File: src/rtl/step_sequencer.sv
// Timestep controller for the PIC loop: sequences scatter, field solve and push
// for a programmed number of timesteps, with a per-phase watchdog.
package step_sequencer_pkg;
  typedef enum logic [1:0] {
    SCATTER = 2'd0,
    SOLVE   = 2'd1,
    PUSH    = 2'd2
  } step_t;
endpackage

module step_sequencer
  import step_sequencer_pkg::*;
#(
  parameter int unsigned STEP_CNT_W = 16,
  parameter int unsigned TIMEOUT_W  = 24
) (
  input  logic                  clk,
  input  logic                  rst,
  input  logic                  run,
  input  logic                  abort,
  input  logic [STEP_CNT_W-1:0] num_steps,
  input  logic                  scatter_done,
  input  logic                  solve_done,
  input  logic                  push_done,
  output step_t                 step,
  output logic                  scatter_start,
  output logic                  solve_start,
  output logic                  push_start,
  output logic                  busy,
  output logic                  run_done,
  output logic                  error,
  output logic [STEP_CNT_W-1:0] steps_done
);

  typedef enum logic [2:0] {
    S_IDLE,
    S_SETUP,
    S_START,
    S_WAIT,
    S_NEXT,
    S_ERROR
  } state_t;

  localparam logic [TIMEOUT_W-1:0] WD_MAX  = '1;
  localparam logic [TIMEOUT_W-1:0] WD_LAST = WD_MAX - TIMEOUT_W'(1);

  state_t                  state;
  step_t                   phase;
  logic [TIMEOUT_W-1:0]    wd;
  logic [STEP_CNT_W-1:0]   target;
  logic                    scatter_prev;
  logic                    solve_prev;
  logic                    push_prev;
  logic                    done_sel_c;
  logic                    prev_sel_c;
  logic                    done_edge_c;
  logic [STEP_CNT_W-1:0]   steps_inc_c;

  // The phase register is the broadcast step bus; it holds SCATTER while idle.
  assign step = phase;

  assign steps_inc_c = steps_done + STEP_CNT_W'(1);

  // Only the done belonging to the current phase can complete it, and only on a 0->1 edge.
  always_comb begin
    done_sel_c = 1'b0;
    prev_sel_c = 1'b0;
    case (phase)
      SCATTER: begin
        done_sel_c = scatter_done;
        prev_sel_c = scatter_prev;
      end
      SOLVE: begin
        done_sel_c = solve_done;
        prev_sel_c = solve_prev;
      end
      PUSH: begin
        done_sel_c = push_done;
        prev_sel_c = push_prev;
      end
      default: begin
        done_sel_c = 1'b0;
        prev_sel_c = 1'b0;
      end
    endcase
    done_edge_c = done_sel_c & ~prev_sel_c;
  end

  // Sequencer state, phase, watchdog and all registered outputs.
  always_ff @(posedge clk) begin
    if (rst) begin
      state         <= S_IDLE;
      phase         <= SCATTER;
      wd            <= '0;
      target        <= '0;
      scatter_prev  <= 1'b0;
      solve_prev    <= 1'b0;
      push_prev     <= 1'b0;
      scatter_start <= 1'b0;
      solve_start   <= 1'b0;
      push_start    <= 1'b0;
      busy          <= 1'b0;
      run_done      <= 1'b0;
      error         <= 1'b0;
      steps_done    <= '0;
    end else begin
      scatter_prev  <= scatter_done;
      solve_prev    <= solve_done;
      push_prev     <= push_done;
      scatter_start <= 1'b0;
      solve_start   <= 1'b0;
      push_start    <= 1'b0;
      run_done      <= 1'b0;

      if (abort) begin
        // Abort wins over run, done edges and timeouts; steps_done is kept for inspection.
        state <= S_IDLE;
        phase <= SCATTER;
        busy  <= 1'b0;
        error <= 1'b0;
      end else begin
        case (state)
          S_IDLE: begin
            if (run) begin
              if (num_steps != '0) begin
                target     <= num_steps;
                steps_done <= '0;
                phase      <= SCATTER;
                busy       <= 1'b1;
                state      <= S_SETUP;
              end else begin
                run_done <= 1'b1;
              end
            end
          end
          S_SETUP: begin
            // step has been stable for a cycle; the pulse is visible in START.
            case (phase)
              SCATTER: scatter_start <= 1'b1;
              SOLVE:   solve_start   <= 1'b1;
              PUSH:    push_start    <= 1'b1;
              default: scatter_start <= 1'b0;
            endcase
            state <= S_START;
          end
          S_START: begin
            wd    <= '0;
            state <= S_WAIT;
          end
          S_WAIT: begin
            wd <= (wd == WD_MAX) ? wd : wd + TIMEOUT_W'(1);
            if (done_edge_c) begin
              state <= S_NEXT;
            end else if (wd == WD_LAST) begin
              error <= 1'b1;
              state <= S_ERROR;
            end
          end
          S_NEXT: begin
            case (phase)
              SCATTER: begin
                phase <= SOLVE;
                state <= S_SETUP;
              end
              SOLVE: begin
                phase <= PUSH;
                state <= S_SETUP;
              end
              default: begin
                steps_done <= steps_inc_c;
                phase      <= SCATTER;
                if (steps_inc_c == target) begin
                  run_done <= 1'b1;
                  busy     <= 1'b0;
                  state    <= S_IDLE;
                end else begin
                  state <= S_SETUP;
                end
              end
            endcase
          end
          S_ERROR: begin
            state <= S_ERROR;
          end
          default: begin
            state <= S_IDLE;
          end
        endcase
      end
    end
  end

endmodule

File: config.mk
export PLATFORM = sky130hd
export DESIGN_NAME = step_sequencer
export DESIGN_NICKNAME = d
export VERILOG_FILES = /design/src/rtl/step_sequencer.sv
export SDC_FILE = /design/constraint.sdc
export NUM_CORES = 1
export LEC_CHECK = 0
export CORE_MARGIN = 1
export CORE_UTILIZATION = 45
export CTS_CLUSTER_SIZE = 28
export DETAILED_ROUTE_END_ITERATION = 10
export PLACE_DENSITY = 0.67
export SYNTH_ARGS = -nofsm -noshare
export SYNTH_HDL_FRONTEND = slang
export SYNTH_SLANG_ARGS = --single-unit
File: constraint.sdc
create_clock -name clk -period 2.6 [get_ports clk]
set_input_delay 0.52 -clock clk [delete_from_list [all_inputs] [get_ports clk]]
set_output_delay 0.52 -clock clk [all_outputs]
set_load 0.1 [all_outputs]
# Word level (Yosys, flattened, before mapping)

Cells that the tools add are included.

Register bits after elaboration: 70
Bits of input ports: 23
Output and inout bits: 24
Logic and storage cells: 84

$add $sub $neg: 2
Eq/ne operators: 16
Multiplexer cells: 32
Bitwise gates (word level): 5
Reduce and logical (&&, ||, !) cells: 15

Operators with widths:

| operator                                            | count |
|---|---|
| equality test 24 bit, second input constant         | 2 |
| 2-to-1 mux 16 bit                                   | 3 |
| case mux 24 bit (2 select lines)                    | 1 |
| case mux 16 bit (2 select lines)                    | 1 |
| adder 24 x 1 -> 24 bit, second input constant       | 1 |
| 2-to-1 mux 24 bit                                   | 1 |
| case mux 3 bit (6 select lines)                     | 1 |
| adder 16 x 1 -> 16 bit, second input constant       | 1 |
| equality test 16 bit                                | 1 |
| nonzero test 16 bit                                 | 1 |
| 2-to-1 mux 1 bit                                    | 13 |
| 2-to-1 mux 3 bit                                    | 4 |
| AND reduction 3 bit                                 | 4 |
| != test 2 bit, second input constant                | 5 |
| AND reduction 5 bit                                 | 2 |
| case mux 2 bit (2 select lines)                     | 2 |
| equality test 3 x 2 -> 1 bit, second input constant | 2 |
| equality test 3 bit, second input constant          | 2 |
| case mux 1 bit (3 select lines)                     | 2 |
| 2-to-1 mux 2 bit                                    | 2 |
| inverter 1 bit                                      | 4 |
| case mux 1 bit (2 select lines)                     | 2 |
| AND reduction 4 bit                                 | 1 |
| nonzero test 2 bit                                  | 2 |
| other kinds (9)                                     | 10 |

# Logic depth before layout (Yosys ltp)

Gate-level depths: netlist of the first run.

Depth after elaboration: 6
Gate-level depth with buffers: 9
Depth with buffers taken out: 7

# Worst setup path after synthesis of the first run

OpenSTA, ideal clock, no wires.

Path kind: register to register
Start: register steps_done[0]
End: register run_done
Setup time: 0.061 ns
Data arrival time: 2.775 ns
Required time: 2.539 ns
Setup slack: -0.236 ns
Cell stages (with the launch flop): 9
Path buffers: 1
Clock period less this slack: 2.836 ns
Path through: dfxtp_1 ha_1 and3_1 clkbuf_1 and4_1 xnor2_1 o311ai_1 nor4b_2 a32o_1

Cells in the longest elaborated chain, start to end: 5

RTL lines:

| what                            | RTL line | text |
|---|---|---|
| start: declaration              | 32       | `output logic [STEP_CNT_W-1:0] steps_done` |
| start signal: assignment        | 170      | `steps_done <= steps_inc_c;` |
| adder 16 x 1 -> 16 bit          | 62       | `assign steps_inc_c = steps_done + STEP_CNT_W'(1);` |
| equality test 16 bit            | 172      | `if (steps_inc_c == target) begin` |
| 2-to-1 mux 1 bit                | 172      |  |
| 2-to-1 mux 1 bit                | 160      | `case (phase)` |
| case mux 1 bit (2 select lines) | 122      | `case (state)` |
| end signal: assignment          | 113      | `run_done <= 1'b0;` |
| end signal: assignment          | 132      | `run_done <= 1'b1;` |
| end signal: assignment          | 173      | `run_done <= 1'b1;` |
| end: declaration                | 30       | `output logic run_done,` |

No other way between the ends.
A chain may end at the register's enable or synchronous reset.

# Worst setup path in the final report of the first run

Start: input num_steps[11]
End: register state[0]

Cells in the longest elaborated chain, start to end: 3

RTL lines:

| what                                 | RTL line | text |
|---|---|---|
| start: declaration                   | 21       | `input logic [STEP_CNT_W-1:0] num_steps,` |
| nonzero test 16 bit                  | 125      | `if (num_steps != '0) begin` |
| != test 2 bit (no source line)       | --       |  |
| AND reduction 3 bit (no source line) | --       |  |
| end signal: assignment               | 130      | `state <= S_SETUP;` |
| end signal: assignment               | 144      | `state <= S_START;` |
| end signal: assignment               | 148      | `state <= S_WAIT;` |
| end: declaration                     | 47       | `state_t state;` |

No other way between the ends.

==> impl_metrics.ini, run 1 <==
[cells_and_area]
diodes = 0
finalNetCount = 517
drive_above_1_share_pct = 17.4
fin_area_mm2 = 0.00456
final_common_cell = dfxtp_1
post-route-util_pct = 57.8
final-seq-area_mm2 = 0.00141
most-common-layout-cells = 63 x dfxtp_1, 58 x nor2_1, 44 x buf_4
n_fill_cell = 728
area_growth_pct = 21.1
multi_input_area_mm2 = 0.00220

[detailed_routing]
ant_nets = 0
vias_per_cell = 5.66
first_pass_iters = 4
drt_drc_violations_left = 0
drt-initial-drc-count = 125
wl_per_cell_um = 14.7
routed_wirelength_um = 8790
vias = 3382

[pwr]
p_int_w = 0.00171
switchingPower_w = 0.000518
irDropWorstVdd_mv = 0.312
p_sw_share_pct = 23.2
clkPwrFrac_pct = 42.2
p_per_area_mw_per_mm2 = 489
power.leakage_nw = 1.67
p_comb_share_pct = 8.3
seqPwrFrac_pct = 49.5

[timing]
rsz0062_at_grt = false
setup_viol = 0
fin_crit_ps = 2420
skew_ps = 5.96
slew_violations = 0
max_freq_mhz = 414
tightest_slew_ps = 547
hold_viol_final = 0
period_share_pct = 93.0
slew_headroom_pct = 63.3
setup_ws_ps = 182

[clock_network]
ctsHoldBuffers = 0
cts_buffers = 9
clock-sinks = 70
cts.repair.resized = 0
insertion_delay_ps = 340
clockBufferDepth = 2
cts_setup_buffers = 0
tritoncts = done
cts-root-buf = clkbuf_8
htree_levels = 3
clk_pin_slew_ps = 80

[critical_path]
end_kind = flop
worst_setup_path_start_kind = primary input
r2r_start = steps_done[0]$_SDFFE_PP0P_
required_ps = 2800
crit_arrival_ps = 2620
reg2reg_slack_ps = 280
cp_max_fo = 5
path_class = primary input to flop
r2r_end = run_done$_SDFF_PP0_
reg2reg_depth = 8

[min_path]
hold_path_class = flop to flop
hold_end = wd[20]$_SDFFE_PP0P_
hp-start = wd[20]$_SDFFE_PP0P_
hold_depth = 2

[global_route]
antenna_found_initial = 0
grt_max_degree = 26
grt_overflow = 0
grt.total_usage_pct = 21.4
grt_first_pass_wirelength_um = 14800
grt_pass1_vias = 3192

[logic_synthesis]
async_flop_share_pct = 0
ys.flop_type = dfxtp_1
mappedNetlistArea_mm2 = 0.00376
yosys_warnings = 0
ys_seq_area_share_pct = 37.2
ys_seq_elements = 70
synth_edf_count = 0
synth_cells = 441
ys_types = 56
synth_nets = 467
syn_area_per_cell_um2 = 8.53

[place]
dpl_cell_area_mm2 = 0.00435
dp_slack_ps = -164
gp_congestion = 0.813
dp_hpwl_um = 6440
port-buffer-count = 46

[die]
die_w_um = 93.5
dieArea_mm2 = 0.00873
num_io_pins = 47
die-height_um = 93.5
start_util_pct = 47.7
fp-row-count = 32
core_mm2 = 0.00789

[outcome]
status = finished, final reports clean

[job]
cap_violations = 0
cells in the mapped netlist (all sizes together) (2+ instances only):
master,n,share of area (%)
dfxtp,70,37
nor2,58,5.8
nand2,27,2.7
nand3,20,2.7
nor3,20,2.8
clkbuf,19,1.9
mux2i,19,5.1
a21oi,18,2.4
xnor2,17,4.0
xor2,17,4.0
o21ai,14,1.9
nand4,12,2.0
a31oi,10,1.7
buf,10,1.9
a311oi,9,3.1
a211oi,8,1.6
and3,8,1.3
inv,8,0.80
nor3b,8,1.9
or3,8,1.3
and4,7,1.6
and2,4,0.66
nor2b,4,0.66
nor4,4,0.83
o21a,4,0.80
or4,4,1.0
ha,3,1.0
nand2b,3,0.50
nand3b,3,0.60
o211a,3,0.80
o211ai,3,0.60
mux2,2,0.60
o21bai,2,0.40
or2,2,0.33
how the worst max path moves through the flow:
stage	startpoint	end	slack (ps)	cells after the start
6_report	num_steps[11]	state[0]$_SDFFE_PP0P_	180	7
5_1_grt	num_steps[11]	state[0]$_SDFFE_PP0P_	110	7
4_1_cts	num_steps[11]	state[0]$_SDFFE_PP0P_	190	7
3_5_place_dp	num_steps[11]	state[0]$_SDFFE_PP0P_	-160	7
3_3_place_gp	num_steps[11]	state[0]$_SDFFE_PP0P_	-140	7
2_1_floorplan	steps_done[2]$_SDFFE_PP0P_	run_done$_SDFF_PP0_	2	7
cells by family after synthesis:
family,count (synthesis),synth area share [%]
XOR/XNOR,34,7.91
AND/OR/NAND/NOR,199,28.5
adder cells (fa/ha/maj),3,0.997
flip-flops,70,37.2
multiplexers,21,5.65
AO/OA/AOI/OAI,77,15.1
buffers and inverters,37,4.59
stage by stage:
step                hold slack [ps]  power, W  std cells  setup TNS [ps]
global route                    526   0.00232        597               0
CTS                             504   0.00225        597               0
finish                          504   0.00223        597               0
global placement                486   0.00131        582           -1840
detailed placement              492   0.00132        582           -2500
floorplan                       452   0.00124        441               0
cell type report:
| cell class | instances | share of cell area (%) |
|---|---|---|
| well taps | 102 | 2.80 |
| clock inverters | 5 | 1.65 |
| multi-input cells | 334 | 48.2 |
| inverters | 8 | 0.659 |
| clock buffers | 10 | 2.80 |
| repair buffers | 68 | 13.0 |
| flip-flops and latches | 70 | 30.9 |
power by group through the flow:
| stage | clock network, W | registers [W] | logic (W) |
|---|---|---|---|
| finish | 0.000941 | 0.00110 | 0.000185 |
| global route | 0.00101 | 0.00111 | 0.000203 |
| CTS | 0.000957 | 0.00110 | 0.000186 |
| detailed placement | 0 | 0.00113 | 0.000186 |
| global placement | 0 | 0.00113 | 0.000182 |
| floorplan | 0 | 0.00113 | 0.000106 |
state kept, by name, indices dropped and copies added, names as in the netlist:
name,count
solve_prev,1
push_prev,1
step,2
error,1
push_start,1
solve_start,1
state,3
target,16
busy,1
scatter_start,1
steps_done,16
wd,24
run_done,1
scatter_prev,1
critical path, cell delays in order:
cell and delay, ps:
clkdlybuf4s50_1 420, or4_4 570, o41ai_4 420, buf_4 200
or2b_1 230, a31oi_1 160, a31oi_1 100
metal layers:
metal / track usage, % / up-vias / routed length, µm
met4: 7.44 / 0 / 128
met2: 37.1 / 76 / 4320
met5: 0 / - / 0
li1: - / 1692 / -
met1: 26.3 / 1603 / 3910
met3: 4.07 / 11 / 436
Note: power is estimated with default switching activity, not from simulation.
==> inputs of run 2 (changes only) <==
- PLACE_DENSITY: 0.67 -> 0.65
==> run 2 against run 1 <==
Compared with the run above: critical path depth is 1 higher; power increased by 1.3%; sequential share of layout area decreased by 0.11 points; wire length up 0.53%; largest power group unchanged.
==> impl_metrics.ini, run 2 (synthesized netlist as in run 1, its figures left out) <==
[outcome]
status = finished, final reports clean

[clock_network]
tritoncts = done
insertion_delay_ps = 360
clockBufferDepth = 2
cts_setup_buffers = 0
clk_pin_slew_ps = 80
clock-sinks = 70
cts-root-buf = clkbuf_8
ctsHoldBuffers = 0
cts.repair.resized = 0
cts_buffers = 9
htree_levels = 3

[detailed_routing]
route.met2.wl_um = 3860
met1_length_um = 4410
drt-initial-drc-count = 148
wl_per_cell_um = 14.7
vias = 3366
dr_wl_met3_um = 459
ant_nets = 0
first_pass_iters = 4
vias_per_cell = 5.60
top_layer = met4
drt_drc_violations_left = 0
routed_wirelength_um = 8840

[timing]
hold_viol_final = 0
fin_tns_setup_ps = 0
max_freq_mhz = 412
fin_crit_ps = 2430
skew_ps = 9.27
setup_viol = 0
slew_violations = 0
slew_headroom_pct = 64.1
period_share_pct = 93.3
rsz0062_at_grt = false
tightest_slew_ps = 536
setup_ws_ps = 175

[critical_path]
r2r_start = steps_done[0]$_SDFFE_PP0P_
required_ps = 2880
worst_setup_path_start_kind = primary input
cp_cell_sequence = clkdlybuf4s50_1 > or4_4 > o41ai_4 > o21a_1 > nor3_2 > buf_4 > mux2_2 > nor2_1
critPathBufInv = 2
crit_cells = 8
crit_arrival_ps = 2710
crit_family = simple AND/OR/NAND/NOR gates
end_kind = flop
cp_max_fo = 10
path_class = primary input to flop
reg2reg_depth = 7
r2r_end = run_done$_SDFF_PP0_
slowest_stage = or4_4
reg2reg_slack_ps = 260
slowest_delay_ps = 570

[die]
core_mm2 = 0.00789
fp-row-count = 32
start_util_pct = 47.7
dieArea_mm2 = 0.00873
num_io_pins = 47
die-height_um = 93.5
die_w_um = 93.5

[job]
cap_violations = 0

[min_path]
hold_depth = 2
hold_path_class = primary input to flop
hp-start = rst
hold_end = wd[0]$_SDFFE_PP0P_

[cells_and_area]
most-common-layout-cells = 63 x dfxtp_1, 58 x nor2_1, 48 x buf_4
area_growth_pct = 21.5
diodes = 0
top_register = wd
drive_above_1_share_pct = 18.2
top_regs = wd: 24 flops, steps_done: 16 flops, target: 16 flops
final_common_cell = dfxtp_1
n_fill_cell = 710
largest_reg_flops = 24
finalNetCount = 520
final_cells = 601

[pwr]
p_per_area_mw_per_mm2 = 494
power.leakage_nw = 1.68
irDropWorstVdd_mv = 0.331

[global_route]
grt.total_usage_pct = 21.9
grt_first_pass_wirelength_um = 15000
grt_max_degree = 37
grt_pass1_vias = 3107
antenna_found_initial = 0
grt_overflow = 0

[place]
gp_congestion = 0.812
port-buffer-count = 46
dp_slack_ps = -169
dp_hpwl_um = 6340
placed_cells = 585
-- run 2: cell count changes in the layout (fill, tap and decap cells not counted) --
cell / delta
buf_4: +4
clkdlybuf4s50_1: -1
clkinv_4: +1
clkinvlp_4: +1
buf_2: +1
buf_12: -1
clkinv_2: -1
-- run 2: area by class of cell --
type	instances	area (µm²)	area share, %
inverters	8	30.0	0.657
clock buffers	10	128	2.79
clock inverters	6	86.3	1.89
multi-input cells	334	2200	48.0
well taps	102	128	2.79
flip-flops and latches	70	1410	30.8
repair buffers	71	596	13.0
-- run 2: worst max path at each step --
stage | slack, ps | to | from
2_1_floorplan | 2 | run_done$_SDFF_PP0_ | steps_done[2]$_SDFFE_PP0P_
3_3_place_gp | -150 | state[0]$_SDFFE_PP0P_ | num_steps[11]
3_5_place_dp | -170 | steps_done[0]$_SDFFE_PP0P_ | num_steps[3]
4_1_cts | 180 | steps_done[0]$_SDFFE_PP0P_ | num_steps[3]
5_1_grt | 80 | steps_done[0]$_SDFFE_PP0P_ | num_steps[11]
6_report | 170 | steps_done[0]$_SDFFE_PP0P_ | num_steps[3]
-- run 2: through the flow --
| stage | util [%] | hold slack, ps | area (µm²) | power, W |
|---|---|---|---|---|
| after floorplan | - | 452 | 3770 | 0.00124 |
| after global placement | 55.3 | 472 | 4360 | 0.00131 |
| after detailed placement | 55.3 | 485 | 4360 | 0.00131 |
| after CTS | 58.0 | 448 | 4570 | 0.00228 |
| after global routing | 58.0 | 451 | 4570 | 0.00235 |
| final | 58.0 | 453 | 4570 | 0.00226 |
-- run 2: report_power, final --
group,total [W],leakage [nW],switching [W],internal [W]
Combinational,0.000184,1.00,0.0000921,0.0000924
Sequential,0.00110,0.570,0.0000155,0.00109
Clock,0.000971,0.106,0.000433,0.000539
Total,0.00226,1.68,0.000540,0.00172
-- run 2: metal layers --
| metal | vias to the layer above | global-route usage (%) |
|---|---|---|
| met5 | - | 0 |
| met4 | 0 | 6.28 |
| met3 | 12 | 5.85 |
| met2 | 87 | 33.1 |
| met1 | 1567 | 30.5 |
| li1 | 1700 | - |
